[src/rtl/cart_mem_arbiter.sv]
// cart_mem_arbiter: shares the single-port cartridge memory between the CPU
// (PRG space) and the PPU (CHR space). One access issued per cycle, with a
// fixed 3-cycle read latency from the arbitration sample to rvalid.
// Optional build macro CART_MEM_ARB_RR_EN: replaces PPU priority and the
// cpu_wait starvation guard with round-robin arbitration.
module cart_mem_arbiter #(
    parameter int unsigned MAX_WAIT = 4
) (
    input  logic        clock,
    input  logic        reset,
    input  logic        cart_ready,
    input  logic        cpu_req,
    input  logic [15:0] cpu_addr,
    input  logic        cpu_wren,
    input  logic [7:0]  cpu_wdata,
    output logic        cpu_ack,
    output logic        cpu_rvalid,
    output logic [7:0]  cpu_rdata,
    input  logic        ppu_req,
    input  logic [15:0] ppu_addr,
    input  logic        ppu_wren,
    input  logic [7:0]  ppu_wdata,
    output logic        ppu_ack,
    output logic        ppu_rvalid,
    output logic [7:0]  ppu_rdata,
    output logic [20:0] mem_address,
    output logic        mem_prg_sel,
    output logic        mem_chr_sel,
    output logic        mem_rden,
    output logic        mem_wren,
    output logic [7:0]  mem_write_data,
    input  logic [7:0]  mem_read_data
);

    logic cpu_elig;
    logic ppu_elig;
    logic grant_cpu;
    logic grant_ppu;
    logic rd_tag_cpu;
    logic rd_tag_ppu;

    // A request whose ack is already high is about to be dropped, so it must
    // not be granted a second time.
    assign cpu_elig = cpu_req & cart_ready & ~cpu_ack;
    assign ppu_elig = ppu_req & cart_ready & ~ppu_ack;

`ifdef CART_MEM_ARB_RR_EN
    typedef enum logic {
        REQ_CPU = 1'b0,
        REQ_PPU = 1'b1
    } req_id_t;

    req_id_t last_grant;

    // Winner selection: on conflict, the requester not granted most recently wins.
    always_comb begin
        grant_cpu = 1'b0;
        grant_ppu = 1'b0;
        if (cpu_elig && ppu_elig) begin
            if (last_grant == REQ_CPU) begin
                grant_ppu = 1'b1;
            end else begin
                grant_cpu = 1'b1;
            end
        end else begin
            grant_cpu = cpu_elig;
            grant_ppu = ppu_elig;
        end
    end

    // Remember who was granted last; starts as CPU so the PPU wins the first conflict.
    always_ff @(posedge clock) begin
        if (reset) begin
            last_grant <= REQ_CPU;
        end else if (grant_cpu) begin
            last_grant <= REQ_CPU;
        end else if (grant_ppu) begin
            last_grant <= REQ_PPU;
        end
    end
`else
    localparam logic [3:0] WAIT_LIMIT = 4'(MAX_WAIT);

    logic [3:0] cpu_wait;

    // Winner selection: PPU priority unless the CPU has lost MAX_WAIT times in a row.
    always_comb begin
        grant_cpu = 1'b0;
        grant_ppu = 1'b0;
        if (cpu_elig && ppu_elig) begin
            if (cpu_wait >= WAIT_LIMIT) begin
                grant_cpu = 1'b1;
            end else begin
                grant_ppu = 1'b1;
            end
        end else begin
            grant_cpu = cpu_elig;
            grant_ppu = ppu_elig;
        end
    end

    // Saturating count of lost arbitrations; holds while cart_ready is low
    // because the CPU is then not eligible and cannot lose.
    always_ff @(posedge clock) begin
        if (reset) begin
            cpu_wait <= '0;
        end else if (!cpu_req || grant_cpu) begin
            cpu_wait <= '0;
        end else if (cpu_elig && grant_ppu && (cpu_wait != 4'hF)) begin
            cpu_wait <= cpu_wait + 4'd1;
        end
    end
`endif

    // Issue stage: register the winner's access onto the memory bus.
    always_ff @(posedge clock) begin
        if (reset) begin
            cpu_ack        <= 1'b0;
            ppu_ack        <= 1'b0;
            mem_prg_sel    <= 1'b0;
            mem_chr_sel    <= 1'b0;
            mem_rden       <= 1'b0;
            mem_wren       <= 1'b0;
            mem_address    <= '0;
            mem_write_data <= '0;
        end else begin
            cpu_ack     <= grant_cpu;
            ppu_ack     <= grant_ppu;
            mem_prg_sel <= grant_cpu;
            mem_chr_sel <= grant_ppu;
            mem_rden    <= (grant_cpu & ~cpu_wren) | (grant_ppu & ~ppu_wren);
            mem_wren    <= (grant_cpu & cpu_wren) | (grant_ppu & ppu_wren);
            if (grant_cpu) begin
                mem_address    <= {5'b0, cpu_addr};
                mem_write_data <= cpu_wdata;
            end else if (grant_ppu) begin
                mem_address    <= {5'b0, ppu_addr};
                mem_write_data <= ppu_wdata;
            end
        end
    end

    // Tag stage: remember which requester owns the read now in the memory.
    always_ff @(posedge clock) begin
        if (reset) begin
            rd_tag_cpu <= 1'b0;
            rd_tag_ppu <= 1'b0;
        end else begin
            rd_tag_cpu <= mem_rden & mem_prg_sel;
            rd_tag_ppu <= mem_rden & mem_chr_sel;
        end
    end

    // Return stage: capture memory data for the tagged requester only.
    always_ff @(posedge clock) begin
        if (reset) begin
            cpu_rvalid <= 1'b0;
            ppu_rvalid <= 1'b0;
            cpu_rdata  <= '0;
            ppu_rdata  <= '0;
        end else begin
            cpu_rvalid <= rd_tag_cpu;
            ppu_rvalid <= rd_tag_ppu;
            if (rd_tag_cpu) begin
                cpu_rdata <= mem_read_data;
            end
            if (rd_tag_ppu) begin
                ppu_rdata <= mem_read_data;
            end
        end
    end

endmodule
[config.mk]
export PLATFORM = sky130hd
export DESIGN_NAME = cart_mem_arbiter
export DESIGN_NICKNAME = d
export VERILOG_FILES = /design/src/rtl/cart_mem_arbiter.sv
export SDC_FILE = /design/constraint.sdc
export NUM_CORES = 1
export LEC_CHECK = 0
export BUFFER_PORTS_ARGS = -buffer_cell sky130_fd_sc_hd__buf_4
export CORE_AREA = 2 2 79 81
export DETAILED_ROUTE_END_ITERATION = 7
export DIE_AREA = 0 0 81 83
export MAX_ROUTING_LAYER = met4
export PLACE_DENSITY_LB_ADDON = 0.08
export SLEW_MARGIN = 20
export SYNTH_ARGS = -nofsm -noshare
export SYNTH_HDL_FRONTEND = slang
export SYNTH_SLANG_ARGS = --single-unit
[constraint.sdc]
create_clock -name clock -period 1.4 [get_ports clock]
set_clock_uncertainty 0.1 [all_clocks]
set_input_delay 0.07 -clock clock [delete_from_list [all_inputs] [get_ports clock]]
set_output_delay 0.07 -clock clock [all_outputs]
set_load 0.02 [all_outputs]
==> key figures, run 1 <==
Worst setup path
  • Largest fanout on the critical path: 11
  • Data arrival, critical path: 1610 ps
  • Worst reg2reg setup slack: -120 ps
  • Critical path endpoint: mem_address[10]
  • Capturing element type of the critical path: flip-flop
  • Data required, critical path: 1490 ps
  • Launch point of the critical path: cpu_wait[3]
  • Setup Crit Path Kind: flip-flop to flip-flop
  • Worst r2r path cells: 4
  • Worst flop-to-flop path endpoint: mem_address[10]
  • Startpoint class of the critical path: flip-flop
  • Worst flop-to-flop path startpoint: cpu_wait[3]

GRT
  • Global-route wire length before repair: 11900 µm
  • Global-route usage over all layers: 23.1%
  • Number of antenna violations at the first check in global routing: 0
  • Top Usage Layer GRT: met2
  • GRT met2 Usage: 36.9%
  • Total global routing overflow: 0
  • Pin count of the biggest net entering global routing: 27
  • Vias in the first global route: 2429
  • Met3 demand-to-capacity share in global routing: 4.57%
  • Global routing usage on met1: 29.8%

Timing
  • F_max: 0.658 GHz
  • Portion of the clock cycle consumed by the worst path in the final layout: 109%
  • Final setup viols: 26
  • Final count of pins violating max slew: 0
  • Hold violation total from the final report: 0
  • Worst Slack Setup Final: -121 ps
  • Setup repair after global routing missed its margin: true
  • Final hold slack: 4.48 ps
  • Final min period: 1520 ps

Logic synthesis
  • Library cell with the highest instance count after synthesis: sky130_fd_sc_hd__dfxtp_1
  • Area of the mapped netlist: 0.00236 mm²
  • Most frequent cells after synthesis: 52 x sky130_fd_sc_hd__dfxtp_1, 25 x sky130_fd_sc_hd__nor3_1, 24 x sky130_fd_sc_hd__nand3_1
  • Number of distinct standard cells referenced by the synthesized netlist: 32
  • Leading post-synthesis cells by cell area: sky130_fd_sc_hd__dfxtp_1 44%, sky130_fd_sc_hd__a311oi_2 13%, sky130_fd_sc_hd__mux2i_1 6.8%
  • Share of synthesized flip-flops with an asynchronous set or reset: 0%
  • Post-synth EDFFs: 0
  • Post-synthesis cell count: 243
  • Syn avg cell area: 9.73 µm²
  • Library cell occupying the most area in the post-synthesis netlist: sky130_fd_sc_hd__dfxtp_1
  • Count of yosys warnings during synthesis: 0
  • Dominant register cell in the synthesized netlist: sky130_fd_sc_hd__dfxtp_1
  • Number of flip-flops and latches in the synthesized netlist: 52
  • Register area share after synthesis: 44.0%
  • Fraction of synthesized cell area taken by the top area cell type: 44.0%

Routing
  • Per-cell via count in the routed design: 5.17
  • Iteration-0 DRC count of the detailed router: 202
  • Number of optimization iterations in the first detailed-route pass: 5
  • Sum of routed wire length over all layers: 7740 µm
  • Remaining number of nets flagged by the antenna check after routing: 0
  • Total via count in the routed design: 2573
  • Avg WL per Cell: 15.5 µm
  • Total DRC errors in the routed layout: 0

Min path
  • Hold/Removal Path Class: input pin to flip-flop

Placement
  • Cell area reported after detailed placement: 0.00331 mm²
  • Port bufs: 110
  • Sum of net half-perimeters after detailed placement: 4680 µm
  • Weighted congestion at the end of routability-driven global placement: 0.718

Layout
  • Total number of nets in the final design: 486
  • Util after Layout: 72.4%
  • Synth-to-Final Area Change: 78.2%
  • Fraction of final layout cells with drive strength greater than 1: 44.7%
  • Antenna Cells: 0
  • Finished layout cell area: 0.00421 mm²

Die
  • Core region area: 0.00582 mm²
  • Initial Util: 40.6%
  • Vertical die dimension: 83 µm
  • I/O Pins: 116
  • Die X-Extent: 81 µm
  • Standard-cell rows: 28
  • Die area: 0.00672 mm²

Clocking
  • Register clock-pin slew on the reported worst setup and hold paths: 100 ps
  • TritonCTS buffer count: 5
  • Clock tree from TritonCTS: yes
  • Clock net sink count: 52
  • Htree depth: 2
  • Clock Path Buffers: 2
  • Cell at the root of the clock tree: sky130_fd_sc_hd__clkbuf_8
  • Clock insertion delay at the later pin of the skew report: 310 ps

Job
  • Max_cap viols: 0

Pwr
  • Static leakage: 1.77 nW
  • Worst voltage drop across the vdd grid: 0.483 mV
  • Power per standard cell area: 854 mW/mm²

Run status
  • Result of the run: finished, violations left
  • Failing checks: setup timing
report_power, final:
part           switching [W]  internal (W)
clock               0.000507      0.000531
sequential         0.0000426       0.00155
combinational       0.000453      0.000517
total                0.00100       0.00260
layout make-up:
class                      count  area (µm²)
inverter                       3        11.3
clock buffer                   5        68.8
clock inverter                 3        41.3
fill                         435        1600
tap                           75        93.8
sequential                    52        1050
multi-input combinational    159        1190
timing repair buffer         201        1750
per-stage QoR:
| stage | TNS, ps | std cells | worst slack, ps | total power (W) |
|---|---|---|---|---|
| 2_1_floorplan | -3070 | 247 | -139 | 0.00205 |
| 3_3_place_gp | -2060 | 422 | -97.4 | 0.00235 |
| 3_5_place_dp | -2980 | 422 | -138 | 0.00236 |
| 4_1_cts | -1930 | 494 | -92.1 | 0.00358 |
| 5_1_grt | -3440 | 498 | -158 | 0.00376 |
| 6_report | -2370 | 498 | -121 | 0.00360 |
worst min path at each step:
stage / depth (start not counted) / slack (ps) / startpoint / to
floorplan: 1 / 100 / ppu_wren / mem_wren
global placement: 2 / 200 / ppu_wren / mem_wren
detailed placement: 2 / 210 / ppu_wren / mem_wren
CTS: 3 / 2 / ppu_addr[15] / mem_address[15]
global route: 3 / 20 / ppu_addr[15] / mem_address[15]
finish: 3 / 4 / ppu_addr[15] / mem_address[15]
layout by cell type, fill, tap and decap left out, types with 3 or more instances in the layout:
cell | synthesis | routed
sky130_fd_sc_hd__a21oi_1 | 3 | 3
sky130_fd_sc_hd__a311oi_2 | 20 | 24
sky130_fd_sc_hd__buf_4 | 7 | 129
sky130_fd_sc_hd__buf_6 | 5 | 9
sky130_fd_sc_hd__clkbuf_8 | 0 | 5
sky130_fd_sc_hd__conb_1 | 1 | 5
sky130_fd_sc_hd__dfxtp_1 | 52 | 48
sky130_fd_sc_hd__dlygate4sd3_1 | 0 | 59
sky130_fd_sc_hd__inv_1 | 3 | 3
sky130_fd_sc_hd__mux2i_1 | 16 | 16
sky130_fd_sc_hd__nand2_1 | 3 | 3
sky130_fd_sc_hd__nand3_1 | 24 | 23
sky130_fd_sc_hd__nor2_1 | 17 | 17
sky130_fd_sc_hd__nor3_1 | 25 | 24
sky130_fd_sc_hd__o21ai_0 | 23 | 9
sky130_fd_sc_hd__o21ai_1 | 1 | 11
sky130_fd_sc_hd__o21ai_2 | 0 | 4
state kept, by name, indices dropped and copies added (netlist names), 4 cells and up:
name / flops
mem_address: 16
cpu_rdata: 8
cpu_wait: 4
ppu_rdata: 8
mem_write_data: 8
per-layer routing:
layer | vias up | wire length [µm] | part of all wire (%)
met2 | 103 | 3880 | 50
met3 | 9 | 462 | 6.0
met1 | 1215 | 3310 | 43
met5 | - | 0 | 0
met4 | 0 | 87 | 1.1
li1 | 1246 | - | -
timing repair:
item                                    CTS  global route
resized for setup                        32             8
hold buffers                             58             1
pin swaps                                 6             7
cloned                                    3             1
buffers inserted                          4             3
hold endpoints to repair                 45             1
endpoints found under the setup margin   29            29
worst max-delay path, stage by stage (launching register included):
cell	delay (ps)
sky130_fd_sc_hd__dfxtp_2	350
sky130_fd_sc_hd__or4b_4	560
sky130_fd_sc_hd__buf_6	170
sky130_fd_sc_hd__nand3_1	120
sky130_fd_sc_hd__a311oi_2	100
kinds of logic after synthesis:
logic type | Yosys count | synth area share, %
adder cells (fa/ha/maj) | 1 | 0.529
other | 1 | 0.159
AO/OA/AOI/OAI | 55 | 21.6
multiplexers | 16 | 6.78
flip-flops | 52 | 44.0
buffers and inverters | 36 | 8.58
AND/OR/NAND/NOR | 82 | 18.3
Power figures use the tool's default switching activity.
==> inputs of run 2 (changes only) <==
==> constraint.sdc (replaced) <==
create_clock -name clock -period 1.4 [get_ports clock]
set_clock_uncertainty 0.1 [all_clocks]
set_input_delay 0.21 -clock clock [delete_from_list [all_inputs] [get_ports clock]]
set_output_delay 0.21 -clock clock [all_outputs]
set_load 0.02 [all_outputs]
==> run 2 against run 1 <==
  * The flow still finishes with violations (setup timing)
  * Clock power down 11%
  * Non-clock buffer count down 68
  * Critical endpoint is now mem_write_data[4]
  * Largest cell class is now multi-input gates
  * Critical path type unchanged
  * Clock-buffer cell count up 1
==> key figures, run 2 (synthesis results as in run 1) <==
Die
  • Standard-cell rows: 28
  • Core region area: 0.00582 mm²
  • Initial Util: 40.6%
  • I/O Pins: 116
  • Vertical die dimension: 83 µm
  • Die X-Extent: 81 µm
  • Die area: 0.00672 mm²

Layout
  • Top register by number of flip-flops: mem_address
  • Post-layout instance count excluding filler cells: 430
  • Util after Layout: 59.6%
  • Leading cell types in the layout, fill and taps excluded: 126 x sky130_fd_sc_hd__buf_4, 48 x sky130_fd_sc_hd__dfxtp_1, 24 x sky130_fd_sc_hd__nor3_1
  • Antenna Cells: 0
  • Synth-to-Final Area Change: 46.5%
  • Fraction of final layout cells with drive strength greater than 1: 49.0%
  • Flip-flop count of the largest register after layout: 16
  • Most common library cell in the layout ignoring fill and taps: sky130_fd_sc_hd__buf_4
  • Total number of nets in the final design: 418

GRT
  • Global-route usage over all layers: 20.2%
  • Vias in the first global route: 2182
  • Pin count of the biggest net entering global routing: 54
  • Number of antenna violations at the first check in global routing: 0
  • Global-route wire length before repair: 10400 µm
  • Total global routing overflow: 0

Pwr
  • P_sw: 0.000951 W
  • Worst voltage drop across the vdd grid: 0.574 mV
  • Sequential cell fraction of total power: 48.5%
  • Cell internal pwr: 0.00232 W
  • Relative contribution of combinational cells to total power: 23.3%
  • Clock network fraction of design power: 28.1%
  • Switching part of the total power: 29.0%
  • Static leakage: 1.44 nW
  • Power per standard cell area: 945 mW/mm²

Min path
  • Hold/Removal Path Class: input pin to flip-flop

Routing
  • Total via count in the routed design: 2263
  • Sum of routed wire length over all layers: 6580 µm
  • Per-cell via count in the routed design: 5.26
  • Number of optimization iterations in the first detailed-route pass: 4
  • Avg WL per Cell: 15.3 µm
  • Iteration-0 DRC count of the detailed router: 126
  • Total DRC errors in the routed layout: 0
  • Remaining number of nets flagged by the antenna check after routing: 0

Worst setup path
  • Slowest cell on crit path: sky130_fd_sc_hd__or4b_4
  • Capturing element type of the critical path: flip-flop
  • Worst path max stage delay: 550 ps
  • Crit path cell chain: or4b_4 > buf_8 > nand3_1 > a311oi_2
  • Dominant delay contributor by cell family on the critical path: simple AND/OR/NAND/NOR gates
  • Data arrival, critical path: 1580 ps
  • Startpoint class of the critical path: flip-flop
  • Data required, critical path: 1490 ps
  • Buf+Inv Stages, Crit Path: 1
  • Setup Crit Path Kind: flip-flop to flip-flop
  • Largest fanout on the critical path: 14

Timing
  • Final min period: 1490 ps
  • Final count of pins violating max slew: 0
  • Setup repair after global routing missed its margin: true
  • Hold violation total from the final report: 0
  • Worst Slack Setup Final: -90.5 ps
  • Portion of the clock cycle consumed by the worst path in the final layout: 106%
  • F_max: 0.671 GHz
  • TNS Setup: -1770 ps
  • Final setup viols: 25

Placement
  • Number of cells after detailed placement: 420
  • Post-place setup slack: -109 ps
  • Port bufs: 110
  • Sum of net half-perimeters after detailed placement: 4680 µm
  • Weighted congestion at the end of routability-driven global placement: 0.759

Clocking
  • Register clock-pin slew on the reported worst setup and hold paths: 90 ps
  • TritonCTS buffer count: 5
  • Clock net sink count: 52
  • Clock insertion delay at the later pin of the skew report: 310 ps
  • Cts hold-fix bufs: 0
  • Clock tree from TritonCTS: yes
  • Clock Path Buffers: 2
  • Cell at the root of the clock tree: sky130_fd_sc_hd__clkbuf_8
  • Htree depth: 2

Run status
  • Failing checks: setup timing
  • Result of the run: finished, violations left

Job
  • Max_cap viols: 0
[run 2: changes by cell type in the layout (fill, tap and decap cells not counted), moves of 2 or more]
cell,delta
sky130_fd_sc_hd__a311oi_2,-2
sky130_fd_sc_hd__dlygate4sd3_1,-59
sky130_fd_sc_hd__o21ai_0,+8
sky130_fd_sc_hd__o21ai_1,-4
sky130_fd_sc_hd__a311oi_1,+2
sky130_fd_sc_hd__buf_6,-5
sky130_fd_sc_hd__buf_4,-3
sky130_fd_sc_hd__o21ai_2,-4
[run 2: per-layer routing]
layer / vias up / wire [µm] / global-route usage, %
li1: 1102 / - / -
met1: 1073 / 2830 / 26.4
met2: 79 / 3210 / 31.5
met3: 9 / 456 / 3.80
met4: 0 / 87 / 6.01
met5: - / 0 / -
[run 2: per-stage QoR]
stage,area (µm²),hold WS [ps],total power (W)
after floorplan,2420,236,0.00205
after global placement,3300,346,0.00235
after detailed placement,3300,345,0.00236
after CTS,3430,10.3,0.00328
after global routing,3460,17.1,0.00343
final,3460,13.6,0.00327
[run 2: path summary, 6_finish.rpt]
path / start / end / slack, ps / cells after the start
min: ppu_wren / mem_wren / 10 / 2
max reg2reg: cpu_wait[3] / mem_write_data[4] / -90 / 4
max: cpu_wait[3] / mem_write_data[4] / -90 / 4
min reg2reg: cpu_wait[1] / cpu_wait[1] / 360 / 2
[run 2: area by class of cell]
cell class	instances	area [µm²]
Fill cell	545	2350
Multi-Input combinational cell	159	1160
Sequential cell	52	1050
Timing Repair Buffer	133	1050
Tap cell	75	93.8
Clock buffer	6	82.6
Clock inverter	2	13.8
Inverter	3	11.3
[run 2: power groups by stage]
| stage | clock network [W] | logic, W | registers (W) |
|---|---|---|---|
| after floorplan | 0 | 0.000346 | 0.00170 |
| after global placement | 0 | 0.000731 | 0.00162 |
| after detailed placement | 0 | 0.000737 | 0.00162 |
| after CTS | 0.000945 | 0.000750 | 0.00159 |
| after global routing | 0.00101 | 0.000824 | 0.00160 |
| final | 0.000921 | 0.000764 | 0.00159 |
[run 2: repair_timing]
action | CTS | global route
gates resized for setup | 7 | 13
gates cloned | 0 | 1
pin swaps | 1 | 5
setup endpoints to repair | 25 | 27
setup buffers | 0 | 2
==> inputs of run 3 (changes only) <==
--- a/config.mk
+++ b/config.mk
@@ -6,9 +6,10 @@
 export NUM_CORES = 1
 export LEC_CHECK = 0
 export BUFFER_PORTS_ARGS = -buffer_cell sky130_fd_sc_hd__buf_4
-export CORE_AREA = 2 2 79 81
+export CORE_AREA = 2 2 78 80
+export CTS_BUF_LIST = sky130_fd_sc_hd__clkbuf_8
 export DETAILED_ROUTE_END_ITERATION = 7
-export DIE_AREA = 0 0 81 83
+export DIE_AREA = 0 0 80 82
 export MAX_ROUTING_LAYER = met4
 export PLACE_DENSITY_LB_ADDON = 0.08
 export SLEW_MARGIN = 20
==> run 3 against run 2 <==
  * Worst hold slack better by 18 ps
  * First-iteration DRC count down 31%
  * Worst setup slack worse by 25 ps
  * Largest power group unchanged
  * Highest routed layer unchanged
  * The flow still finishes with violations (setup timing)
==> key figures, run 3 (synthesis results as in run 1) <==
Worst setup path
  • Buf+Inv Stages, Crit Path: 2
  • Most used cell along the critical path: sky130_fd_sc_hd__buf_6
  • Worst r2r path cells: 5
  • Data required, critical path: 1500 ps
  • Slowest cell on crit path: sky130_fd_sc_hd__dfxtp_4
  • Largest fanout on the critical path: 7
  • Startpoint class of the critical path: flip-flop
  • Data arrival, critical path: 1610 ps
  • Setup Crit Path Kind: flip-flop to flip-flop
  • Capturing element type of the critical path: flip-flop
  • Dominant delay contributor by cell family on the critical path: flip-flops
  • Crit path cell chain: nor4b_4 > buf_6 > buf_6 > o21ai_2 > a311oi_2
  • Worst path max stage delay: 380 ps
  • Crit. path cell count: 5

GRT
  • Global-route usage over all layers: 19.6%
  • Total global routing overflow: 0
  • Global-route wire length before repair: 9870 µm
  • Pin count of the biggest net entering global routing: 54
  • Number of antenna violations at the first check in global routing: 0
  • Vias in the first global route: 2097

Pwr
  • Static leakage: 1.49 nW
  • Worst voltage drop across the vdd grid: 0.605 mV
  • Power per standard cell area: 916 mW/mm²

Run status
  • Failing checks: setup timing
  • Result of the run: finished, violations left

Placement
  • Port bufs: 110
  • Sum of net half-perimeters after detailed placement: 4470 µm
  • Weighted congestion at the end of routability-driven global placement: 0.732
  • Number of cells after detailed placement: 418
  • Post-place setup slack: -132 ps

Layout
  • Post-layout instance count excluding filler cells: 432
  • Most common library cell in the layout ignoring fill and taps: sky130_fd_sc_hd__buf_4
  • Area occupied by multi-input gates: 0.00119 mm²
  • Number of inserted filler cells in the final layout: 515
  • Area occupied by registers: 0.00105 mm²
  • Antenna Cells: 0
  • Synth-to-Final Area Change: 51.7%
  • Top register by number of flip-flops: mem_address
  • Leading cell types in the layout, fill and taps excluded: 119 x sky130_fd_sc_hd__buf_4, 48 x sky130_fd_sc_hd__dfxtp_1, 24 x sky130_fd_sc_hd__nor3_1
  • Fraction of final layout cells with drive strength greater than 1: 50.4%
  • Flip-flop count of the largest register after layout: 16
  • Total number of nets in the final design: 420

Clocking
  • Clock net sink count: 52
  • Clock Path Buffers: 2
  • Cell at the root of the clock tree: sky130_fd_sc_hd__clkbuf_8
  • Register clock-pin slew on the reported worst setup and hold paths: 90 ps
  • Htree depth: 2
  • Clock tree from TritonCTS: yes
  • TritonCTS buffer count: 5
  • Clock insertion delay at the later pin of the skew report: 290 ps

Routing
  • Total via count in the routed design: 2252
  • Per-cell via count in the routed design: 5.21
  • Avg WL per Cell: 15.3 µm
  • Total DRC errors in the routed layout: 0
  • Iteration-0 DRC count of the detailed router: 87
  • Sum of routed wire length over all layers: 6610 µm
  • Number of optimization iterations in the first detailed-route pass: 4
  • Remaining number of nets flagged by the antenna check after routing: 0

Min path
  • Hold/Removal Path Class: input pin to flip-flop
  • Cell count of the worst hold path: 2

Job
  • Max_cap viols: 0

Timing
  • Worst Slack Setup Final: -116 ps
  • Portion of the clock cycle consumed by the worst path in the final layout: 108%
  • Setup repair after global routing missed its margin: true
  • TNS Setup: -2150 ps
  • Hold violation total from the final report: 0
  • Final count of pins violating max slew: 0
  • F_max: 0.660 GHz
  • Final setup viols: 25
  • Final min period: 1520 ps

Die
  • Core region area: 0.00575 mm²
  • Standard-cell rows: 28
  • Die X-Extent: 80 µm
  • I/O Pins: 116
  • Vertical die dimension: 82 µm
  • Die area: 0.00656 mm²
  • Initial Util: 41.1%
==> run 3: cell types whose count changed in the layout (fill, tap and decap cells not counted), moves of 2 or more <==
cell / change
sky130_fd_sc_hd__buf_4: -7
sky130_fd_sc_hd__buf_6: +5
sky130_fd_sc_hd__o21ai_1: -3
sky130_fd_sc_hd__buf_12: +2
sky130_fd_sc_hd__nand3_1: -2
sky130_fd_sc_hd__nand3_2: +2
sky130_fd_sc_hd__o21ai_0: +2
==> run 3: area by class of cell <==
cell class              instances  share of cell area (%)
multi-input cells             159                    33.3
repair buffers                135                    31.9
flip-flops and latches         52                    29.3
well taps                      75                    2.62
clock buffers                   6                    2.30
clock inverters                 2                   0.349
inverters                       3                   0.314
==> run 3: routing by layer <==
layer | GRT usage, % | wire length [µm]
met1 | 25.1 | 2890
met2 | 32.8 | 3290
met3 | 3.08 | 403
met4 | 4.24 | 29
met5 | - | 0
==> run 3: what timing repair did <==
item | CTS | global route
gates resized for setup | 9 | 20
pin swaps | 2 | 8
endpoints found under the setup margin | 25 | 30
hold endpoints to repair | 0 | 0
gates cloned | 1 | 2
hold buffers | 0 | 0
setup buffers | 2 | 2
==> run 3: final timing paths <==
kind / startpoint / end / slack (ps)
worst min register to register: cpu_wait[0] / cpu_wait[0] / 380
worst max register to register: mem_chr_sel / mem_address[13] / -120
worst min-delay path: ppu_wren / mem_wren / 30
worst max-delay path: mem_chr_sel / mem_address[13] / -120
==> run 3: per-stage QoR <==
| step | utilization (%) | total power [W] | hold slack [ps] | cell area, µm² |
|---|---|---|---|---|
| after global routing | 62.4 | 0.00342 | 35.0 | 3590 |
| final | 62.4 | 0.00328 | 31.4 | 3590 |
| after global placement | 57.7 | 0.00235 | 342 | 3310 |
| after detailed placement | 57.7 | 0.00236 | 340 | 3310 |
| after CTS | 60.7 | 0.00326 | 23.8 | 3490 |
| after floorplan | - | 0.00205 | 236 | 2420 |
==> run 3: worst reg2reg max path: cells and delay by family, from the launching register on <==
kind            cells  cell delay (ps)
compound gates      2              350
buf+inv             2              300
flops               1              380
simple gates        1              290
==> run 3: where the power goes <==
part           internal (W)  total (W)  switching (W)
Combinational      0.000410   0.000820       0.000411
Clock              0.000399   0.000878       0.000479
Sequential          0.00155    0.00159      0.0000400
